`src/rtl/bram_arbiter.sv`:
```
// Two-port (fetch/LSU) initiator for a single-port bram request/ready bus.
// Buffers one request per port, round-robins on ties and times out silent responders.
module bram_arbiter #(
  parameter int unsigned TIMEOUT    = 16,
  parameter bit          FIRST_DATA = 1'b1
) (
  input  logic        clk_i,
  input  logic        rst_ni,
  input  logic        imem_valid_i,
  input  logic [31:0] imem_addr_i,
  output logic [31:0] imem_rdata_o,
  output logic        imem_ready_o,
  output logic        imem_error_o,
  input  logic        dmem_valid_i,
  input  logic [31:0] dmem_addr_i,
  input  logic [31:0] dmem_wdata_i,
  input  logic [3:0]  dmem_wstrb_i,
  output logic [31:0] dmem_rdata_o,
  output logic        dmem_ready_o,
  output logic        dmem_error_o,
  output logic        bram_valid_o,
  output logic        bram_instr_o,
  output logic [31:0] bram_addr_o,
  output logic [31:0] bram_wdata_o,
  output logic [3:0]  bram_wstrb_o,
  input  logic [31:0] bram_rdata_i,
  input  logic        bram_ready_i
);

  localparam int unsigned AW = 32;
  localparam int unsigned DW = 32;
  localparam int unsigned SW = 4;
  localparam int unsigned CW = $clog2(TIMEOUT);

  typedef struct packed {
    logic [AW-1:0] addr;
    logic [DW-1:0] wdata;
    logic [SW-1:0] wstrb;
  } req_t;

  typedef enum logic {
    ST_IDLE = 1'b0,
    ST_WAIT = 1'b1
  } state_e;

  state_e        state_q, state_d;
  logic          i_full_q, i_full_d;
  logic [AW-1:0] i_addr_q, i_addr_d;
  logic          d_full_q, d_full_d;
  req_t          d_req_q, d_req_d;
  logic          owner_q, owner_d;   // 1 = data port owns the bus
  logic          rr_q, rr_d;         // 1 = data port wins the next tie
  logic [CW-1:0] cnt_q, cnt_d;
  logic          bram_valid_q, bram_valid_d;
  logic          bram_instr_q, bram_instr_d;
  req_t          bram_req_q, bram_req_d;

  logic in_wait, hit_end, done, tmo;
  logic i_busy, d_busy, can_issue, grant, pick_d;

  // Completion decode; a new grant may issue on the same edge that completes.
  always_comb begin
    in_wait   = (state_q == ST_WAIT);
    hit_end   = (cnt_q == CW'(TIMEOUT - 1));
    done      = in_wait && (bram_ready_i || hit_end);
    tmo       = in_wait && !bram_ready_i && hit_end;
    i_busy    = in_wait && !owner_q && !done;
    d_busy    = in_wait && owner_q && !done;
    can_issue = !in_wait || done;
    grant     = can_issue && (i_full_q || d_full_q);
    pick_d    = d_full_q && (!i_full_q || rr_q);
  end

  // Next-state: grant/complete/count, then slot captures.
  always_comb begin
    state_d      = state_q;
    i_full_d     = i_full_q;
    i_addr_d     = i_addr_q;
    d_full_d     = d_full_q;
    d_req_d      = d_req_q;
    owner_d      = owner_q;
    rr_d         = rr_q;
    cnt_d        = cnt_q;
    bram_valid_d = 1'b0;
    bram_instr_d = bram_instr_q;
    bram_req_d   = bram_req_q;

    if (grant) begin
      bram_valid_d = 1'b1;
      bram_instr_d = !pick_d;
      owner_d      = pick_d;
      rr_d         = !pick_d;
      cnt_d        = '0;
      state_d      = ST_WAIT;
      if (pick_d) begin
        bram_req_d = d_req_q;
        d_full_d   = 1'b0;
      end else begin
        bram_req_d.addr  = i_addr_q;
        bram_req_d.wdata = '0;
        bram_req_d.wstrb = '0;
        i_full_d         = 1'b0;
      end
    end else if (done) begin
      state_d = ST_IDLE;
      cnt_d   = '0;
    end else if (in_wait) begin
      cnt_d = cnt_q + CW'(1);
    end

    // Requests while the slot is full or the port is still outstanding are dropped.
    if (imem_valid_i && !i_full_q && !i_busy) begin
      i_full_d = 1'b1;
      i_addr_d = imem_addr_i;
    end
    if (dmem_valid_i && !d_full_q && !d_busy) begin
      d_full_d      = 1'b1;
      d_req_d.addr  = dmem_addr_i;
      d_req_d.wdata = dmem_wdata_i;
      d_req_d.wstrb = dmem_wstrb_i;
    end
  end

  always_ff @(posedge clk_i or negedge rst_ni) begin
    if (!rst_ni) begin
      state_q      <= ST_IDLE;
      i_full_q     <= 1'b0;
      i_addr_q     <= '0;
      d_full_q     <= 1'b0;
      d_req_q      <= '0;
      owner_q      <= 1'b0;
      rr_q         <= FIRST_DATA;
      cnt_q        <= '0;
      bram_valid_q <= 1'b0;
      bram_instr_q <= 1'b0;
      bram_req_q   <= '0;
    end else begin
      state_q      <= state_d;
      i_full_q     <= i_full_d;
      i_addr_q     <= i_addr_d;
      d_full_q     <= d_full_d;
      d_req_q      <= d_req_d;
      owner_q      <= owner_d;
      rr_q         <= rr_d;
      cnt_q        <= cnt_d;
      bram_valid_q <= bram_valid_d;
      bram_instr_q <= bram_instr_d;
      bram_req_q   <= bram_req_d;
    end
  end

  // Same-cycle completion back to the owning port; timeouts return zero data.
  always_comb begin
    imem_ready_o = done && !owner_q;
    dmem_ready_o = done && owner_q;
    imem_error_o = tmo && !owner_q;
    dmem_error_o = tmo && owner_q;
    imem_rdata_o = (done && !owner_q && !tmo) ? bram_rdata_i : '0;
    dmem_rdata_o = (done && owner_q && !tmo) ? bram_rdata_i : '0;
  end

  assign bram_valid_o = bram_valid_q;
  assign bram_instr_o = bram_instr_q;
  assign bram_addr_o  = bram_req_q.addr;
  assign bram_wdata_o = bram_req_q.wdata;
  assign bram_wstrb_o = bram_req_q.wstrb;

endmodule
```
`config.mk`:
```
export PLATFORM = sky130hd
export DESIGN_NAME = bram_arbiter
export DESIGN_NICKNAME = d
export VERILOG_FILES = /design/src/rtl/bram_arbiter.sv
export SDC_FILE = /design/constraint.sdc
export NUM_CORES = 1
export LEC_CHECK = 0
export ABC_AREA = 1
export BUFFER_PORTS_ARGS = -buffer_cell sky130_fd_sc_hd__buf_4
export CAP_MARGIN = 25
export CORE_MARGIN = 3
export CORE_UTILIZATION = 30
export CTS_CLUSTER_DIAMETER = 150
export DETAILED_ROUTE_END_ITERATION = 6
export PLACE_DENSITY = 0.6
export SLEW_MARGIN = 25
export SYNTH_ARGS = -nofsm -noshare
export SYNTH_HDL_FRONTEND = slang
export SYNTH_SLANG_ARGS = --single-unit
export TNS_END_PERCENT = 1
```
`constraint.sdc`:
```
create_clock -name clk_i -period 3.9 [get_ports clk_i]
set_clock_uncertainty 0.15 [all_clocks]
set_input_delay 0.39 -clock clk_i [delete_from_list [all_inputs] [get_ports clk_i]]
set_output_delay 0.39 -clock clk_i [all_outputs]
set_load 0.02 [all_outputs]
```
==> results by group, run 1 <==
Placed design
  • Placed Instance Area: 0.0103 sq mm
  • Dpl ws: 1.38 ns
  • HPWL reported at the end of detailed placement: 17800 microns
  • GP Congestion: 0.825
  • IO buf count: 274

Global routing
  • Antenna violations before repair: 0
  • Overall Global Routing Usage: 18.0%
  • Wire length of the first global-routing pass: 40500 microns
  • Number of global-route vias before repair: 7173
  • Pin count of the biggest net entering global routing: 76
  • Overflow left after global routing: 0

Die
  • Starting Density: 31.0%
  • Horiz. Die Dim: 169 microns
  • Total die area: 0.0285 sq mm
  • DIE HEIGHT: 169 microns
  • Top-Level Pins: 275
  • Placeable core region: 0.0256 sq mm
  • Row count: 58

Synthesis
  • Share of the yosys chip area belonging to registers: 56.4%
  • Number of nets in the synthesized netlist: 1140
  • Yosys warnings: 0
  • Fraction of the mapped netlist area in compound gates: 0.126%
  • Mux cell area share after synthesis: 0%
  • Instance count of the mapped netlist: 1002
  • Xor/xnor share of the synthesized area: 0%
  • Adder-Cell Fraction of Synth Area: 0.158%
  • Average size of a mapped cell: 7.93 sq um
  • Main combinational cell family by area after synthesis: simple AND/OR/NAND/NOR gates
  • Number of synthesized register bits: 179
  • Simple logic cell fraction of the synthesized area: 37.4%
  • Summed instance area of the synthesized netlist: 0.00794 sq mm
  • Synth cell types: 20

Finish
  • Antenna Diode Count: 0
  • Area overhead of the layout relative to synthesis: 37.2%
  • Finished Cell Area: 0.0109 sq mm
  • Layout fillers: 2618
  • Combined flip-flop and latch cell area: 0.00448 sq mm
  • Fin nets: 1386
  • Area taken by multi-input logic gates: 0.00300 sq mm
  • Layout cells sized above 1: 26.6%

STA
  • Tmin final: 2.90 ns
  • Unrepaired setup endpoints after global routing: no
  • Ratio of final minimum period to clock period: 74.3%
  • Fin Hold WS: 0.0344 ns
  • Final setup violation count: 0
  • Transition at the pin with the smallest max-transition slack: 0.839 ns
  • Max-slew violation total from the final report: 0
  • Peak clock frequency supported by timing: 345 MHz
  • Fin worst setup slack: 1.00 ns
  • Worst slew margin relative to its limit: 44.1%
  • Setup_tns: 0 ns
  • Number of hold violations in the final report: 0

Worst setup path
  • Worst path slowest cell: sky130_fd_sc_hd__nand3_1
  • Critical-path maximum fanout: 22
  • Cell breakdown of the critical path: inv_1, nand3_1, buf_4, nor2_1, buf_4
  • Category of the worst setup path capture point: primary output
  • Startpoint type of the worst setup path: flop
  • Delay of the slowest cell on the worst path: 0.58 ns
  • Crit Path Category: reg2out
  • WP data arrival: 2.36 ns
  • Worst endpoint required time: 3.36 ns
  • Most frequent cell on the critical path: sky130_fd_sc_hd__buf_4

Detailed routing
  • Remaining routing DRC violations: 0
  • DR vias: 7376
  • Drt initial violations: 417
  • Final antenna-violating net count: 0
  • DR WL/cell: 16.2 microns
  • First-pass iteration count of the detailed router: 4
  • Wire length after detailed routing: 25800 microns
  • Post-detailed-route via-to-cell ratio: 4.64

Clock tree
  • Worst-path clk slew: 0.07 ns
  • Max H-tree Level: 4
  • CTS tree: built
  • Clock latency on the worst-skew pair: 0.43 ns
  • Longest Clk Path Bufs: 2
  • Buffers inserted by post-CTS timing repair: 0
  • CTS buffer count: 17
  • Clk sink count: 179
  • Hold-fix buffer count after cts: 1
  • Cell chosen for the clock root: sky130_fd_sc_hd__clkbuf_16
  • Post_cts resized: 0

Run status
  • Run status: complete, no violations

Pwr
  • Peak supply drop: 0.362 mV
  • Static leakage: 6.21 nW
  • Pwr Density: 812 mW/mm^2

Worst hold path
  • Path category of the worst min-delay check: in2reg

Run
  • Max-cap violations: 0
critical path, delay by kind of cell, from the launching register on:
family | cells | cell delay (ns)
buffers and inverters | 3 | 0.74
flip-flops | 1 | 0.49
AND/OR/NAND/NOR | 2 | 0.69
sequential cells by signal, summed over array words and instances, names as in the netlist, 4 cells and up:
name / cells
bram_wstrb_o: 4
i_addr_q: 32
bram_wdata_o: 32
bram_addr_o: 32
cnt_q: 4
d_req_q: 68
report_power, final:
part	total [W]	leakage, nW	switching [W]	internal [W]
sequential	0.00326	2.26	0.000542	0.00271
combinational	0.00376	3.65	0.00242	0.00135
clock	0.00182	0.294	0.000794	0.00103
total	0.00884	6.21	0.00375	0.00509
kinds of logic (layout without fill, tap and decap cells):
| group | Yosys count | in the layout |
|---|---|---|
| AO/OA/AOI/OAI | 2 | 2 |
| flip-flops | 179 | 179 |
| adder cells (fa/ha/maj) | 1 | 1 |
| AND/OR/NAND/NOR | 714 | 714 |
| buffers and inverters | 106 | 365 |
cells in the mapped netlist, drive strengths merged:
library cell / n / area, sq um
dfrtp: 178 / 4450
buf: 37 / 210
clkbuf: 26 / 97.6
nand2: 459 / 1730
nor2: 75 / 308
ha: 1 / 12.5
inv: 43 / 161
o21ai: 2 / 10.0
dfstp: 1 / 26.3
nand3: 180 / 931
final cells by class:
class / instances / share of cell area (%)
clock buffers: 17 / 3.91
clock inverters: 15 / 1.80
multi-input cells: 717 / 27.6
repair buffers: 290 / 20.3
well taps: 330 / 3.79
flip-flops and latches: 179 / 41.1
inverters: 43 / 1.48
cell usage in the layout (no fill, tap or decap), drive strengths merged:
cell,instances
nor2,75
nand2,459
dfrtp,178
inv,49
dfstp,1
nand3,180
clkbuf,18
clkinvlp,4
bufinv,3
ha,1
clkinv,2
o21ai,2
buf,288
dlygate4sd3,1
routing by layer:
| layer | share of wire (%) | GRT usage (%) | wire length [microns] | vias to the layer above |
|---|---|---|---|---|
| met2 | 50 | 30.6 | 12800 | 260 |
| met1 | 42 | 23.3 | 10800 | 3482 |
| met3 | 6.8 | 4.30 | 1740 | 18 |
| li1 | - | - | - | 3616 |
| met5 | 0 | 0 | 0 | - |
| met4 | 1.4 | 4.38 | 357 | 0 |
metrics by stage:
stage,cells,util (%),total power [W]
3_5_place_dp,1558,40.1,0.00714
5_1_grt,1591,42.5,0.00955
4_1_cts,1591,42.5,0.00899
6_report,1591,42.5,0.00884
3_3_place_gp,1558,40.0,0.00708
2_1_floorplan,1002,-,0.00558
final timing paths:
| path | from | end | slack [ns] | depth (start not counted) |
|---|---|---|---|---|
| setup / recovery | owner_q$_DFFE_PN0N_ | imem_rdata_o[28] | 1.00 | 5 |
| hold / removal | imem_addr_i[16] | i_addr_q[16]$_DFFE_PN0P_ | 0.03 | 3 |
| setup reg to reg | d_full_q$_DFFE_PN0P_ | bram_addr_o[28]$_DFFE_PN0N_ | 1.43 | 6 |
| hold reg to reg | rr_q$_DFFE_PN1N_ | rr_q$_DFFE_PN1N_ | 0.32 | 2 |
| max in group asynchronous | rst_ni | bram_wdata_o[12]$_DFFE_PN0N_ | 2.33 | 3 |
| min in group asynchronous | rst_ni | d_req_q[3]$_DFFE_PN0P_ | 0.38 | 2 |
No activity file was read; power rests on OpenSTA's default activity.
==> run 2: changes to the inputs <==
Clock period 3.9 ns to 2.95 ns, I/O delays scaled along.
==> results by group, run 2 (synthesis gave the netlist of run 1 again) <==
Worst setup path
  • Top Family by Delay on Critical Path: buffers and inverters
  • Worst reg-to-reg path cell count: 7
  • Buf/Inv on CP: 3
  • Flop-to-flop setup slack: 0.67 ns
  • Reg-to-reg startpoint: cnt_q[0]$_DFFE_PN0P_
  • WP data arrival: 1.91 ns
  • Critical-path maximum fanout: 32
  • Startpoint type of the worst setup path: flop
  • Crit Path Category: reg2out
  • Capture instance of the worst register-to-register path: d_req_q[25]$_DFFE_PN0P_
  • Worst path slowest cell: sky130_fd_sc_hd__dfrtp_1
  • Worst endpoint required time: 2.51 ns
  • Category of the worst setup path capture point: primary output
  • Cell breakdown of the critical path: inv_1, nand3_1, buf_4, nor2_1, buf_4
  • Most frequent cell on the critical path: sky130_fd_sc_hd__buf_4
  • Delay of the slowest cell on the worst path: 0.50 ns

Clock tree
  • Cell chosen for the clock root: sky130_fd_sc_hd__clkbuf_16
  • Longest Clk Path Bufs: 2
  • Post_cts resized: 0
  • CTS buffer count: 17
  • CTS tree: built
  • Buffers inserted by post-CTS timing repair: 0
  • Max H-tree Level: 4
  • Clk sink count: 179
  • Worst-path clk slew: 0.07 ns
  • Clock latency on the worst-skew pair: 0.42 ns

STA
  • Unrepaired setup endpoints after global routing: no
  • Transition at the pin with the smallest max-transition slack: 0.774 ns
  • Max-slew violation total from the final report: 0
  • Ratio of final minimum period to clock period: 80.0%
  • Peak clock frequency supported by timing: 424 MHz
  • Worst slew margin relative to its limit: 48.4%
  • Number of hold violations in the final report: 0
  • Final setup violation count: 0
  • Setup_tns: 0 ns
  • Tmin final: 2.36 ns

Placed design
  • HPWL reported at the end of detailed placement: 18000 microns
  • Dpl cells: 1563
  • GP Congestion: 0.799
  • IO buf count: 274

Run
  • Max-cap violations: 0

Finish
  • Max reg flops: 68
  • Combined flip-flop and latch cell area: 0.00448 sq mm
  • Area taken by multi-input logic gates: 0.00300 sq mm
  • Layout cells sized above 1: 24.8%
  • Area overhead of the layout relative to synthesis: 50.2%
  • Most common cell after layout, fill and taps aside: sky130_fd_sc_hd__nand2_1
  • Layout fillers: 2496
  • Commonest cells after routing, fill and taps aside: sky130_fd_sc_hd__nand2_1, sky130_fd_sc_hd__buf_4, sky130_fd_sc_hd__dfrtp_1
  • Fin nets: 1491
  • Largest register by flop count: d_req_q
  • Final non-filler cell total: 1697

Worst hold path
  • Depth of the worst hold-timing path: 4
  • Hold path start: bram_ready_i
  • Hold Path Sink: cnt_q[1]$_DFFE_PN0P_
  • Path category of the worst min-delay check: in2reg

Global routing
  • Number of global-route vias before repair: 7887
  • Pin count of the biggest net entering global routing: 72
  • Overall Global Routing Usage: 18.6%
  • Overflow left after global routing: 0
  • Antenna violations before repair: 1
  • Wire length of the first global-routing pass: 42100 microns

Pwr
  • Static leakage: 6.65 nW
  • Peak supply drop: 0.475 mV
  • Pwr Density: 986 mW/mm^2

Detailed routing
  • Wire length after detailed routing: 26900 microns
  • Remaining routing DRC violations: 0
  • Post-detailed-route via-to-cell ratio: 4.57
  • DR WL/cell: 15.9 microns
  • First-pass iteration count of the detailed router: 6
  • Drt initial violations: 448
  • Final antenna-violating net count: 0
  • DR vias: 7757

Die
  • Row count: 58
  • Starting Density: 31.0%
  • DIE HEIGHT: 169 microns
  • Total die area: 0.0285 sq mm
  • Top-Level Pins: 275
  • Placeable core region: 0.0256 sq mm
  • Horiz. Die Dim: 169 microns

Run status
  • Run status: complete, no violations
[run 2: report_power, final]
part	switching [W]	total, W	internal [W]	leakage [nW]
Combinational	0.00326	0.00516	0.00190	4.10
Clock	0.00106	0.00234	0.00128	0.293
Sequential	0.000674	0.00426	0.00359	2.26
[run 2: worst min-delay path: cells and delay by family]
kind / cells / cell delay [ns]
buf+inv: 1 / 0.13
simple gates: 3 / 0.18
[run 2: area by class of cell]
class,count,share of cell area (%)
flip-flops and latches,179,37.6
inverters,43,1.35
clock buffers,18,3.60
multi-input cells,717,25.1
repair buffers,395,27.4
diodes,1,0.0210
well taps,330,3.46
clock inverters,14,1.43
[run 2: metal layers]
layer  vias up  wire length (microns)  GRT usage [%]  share of wire (%)
li1       3826                      -              -                  -
met1      3655                  11100           22.4                 41
met2       252                  13900           34.0                 52
met3        24                   1550           4.06                5.8
met4         0                    352           4.34                1.3
met5         -                      0              0                  0
[run 2: per-stage QoR]
step                      util (%)  hold WS [ns]  area [sq um]  power (W)  setup slack (ns)
after global placement        40.3         0.224         10300    0.00933             0.684
after global routing          46.6        0.0887         11900     0.0127             0.459
after detailed placement      40.3         0.221         10300    0.00942             0.627
after floorplan                  -        -0.151          7940    0.00737              1.30
after CTS                     46.6        0.0649         11900     0.0119             0.578
final                         46.6        0.0872         11900     0.0118             0.591
[run 2: repair_timing]
| action | 4_1_cts | 5_1_grt |
|---|---|---|
| hold endpoints to repair | 166 | 0 |
| setup endpoints to repair | 0 | 0 |
| hold buffers | 101 | 0 |
[run 2: how the worst max path moves through the flow]
stage	startpoint	end	slack [ns]	cells past startpoint
2_1_floorplan	owner_q$_DFFE_PN0N_	imem_rdata_o[10]	1.30	4
3_3_place_gp	cnt_q[0]$_DFFE_PN0P_	d_req_q[21]$_DFFE_PN0P_	0.68	7
3_5_place_dp	cnt_q[0]$_DFFE_PN0P_	d_req_q[5]$_DFFE_PN0P_	0.63	7
4_1_cts	owner_q$_DFFE_PN0N_	imem_rdata_o[3]	0.58	5
5_1_grt	cnt_q[0]$_DFFE_PN0P_	d_req_q[12]$_DFFE_PN0P_	0.46	7
6_report	owner_q$_DFFE_PN0N_	imem_rdata_o[3]	0.59	5
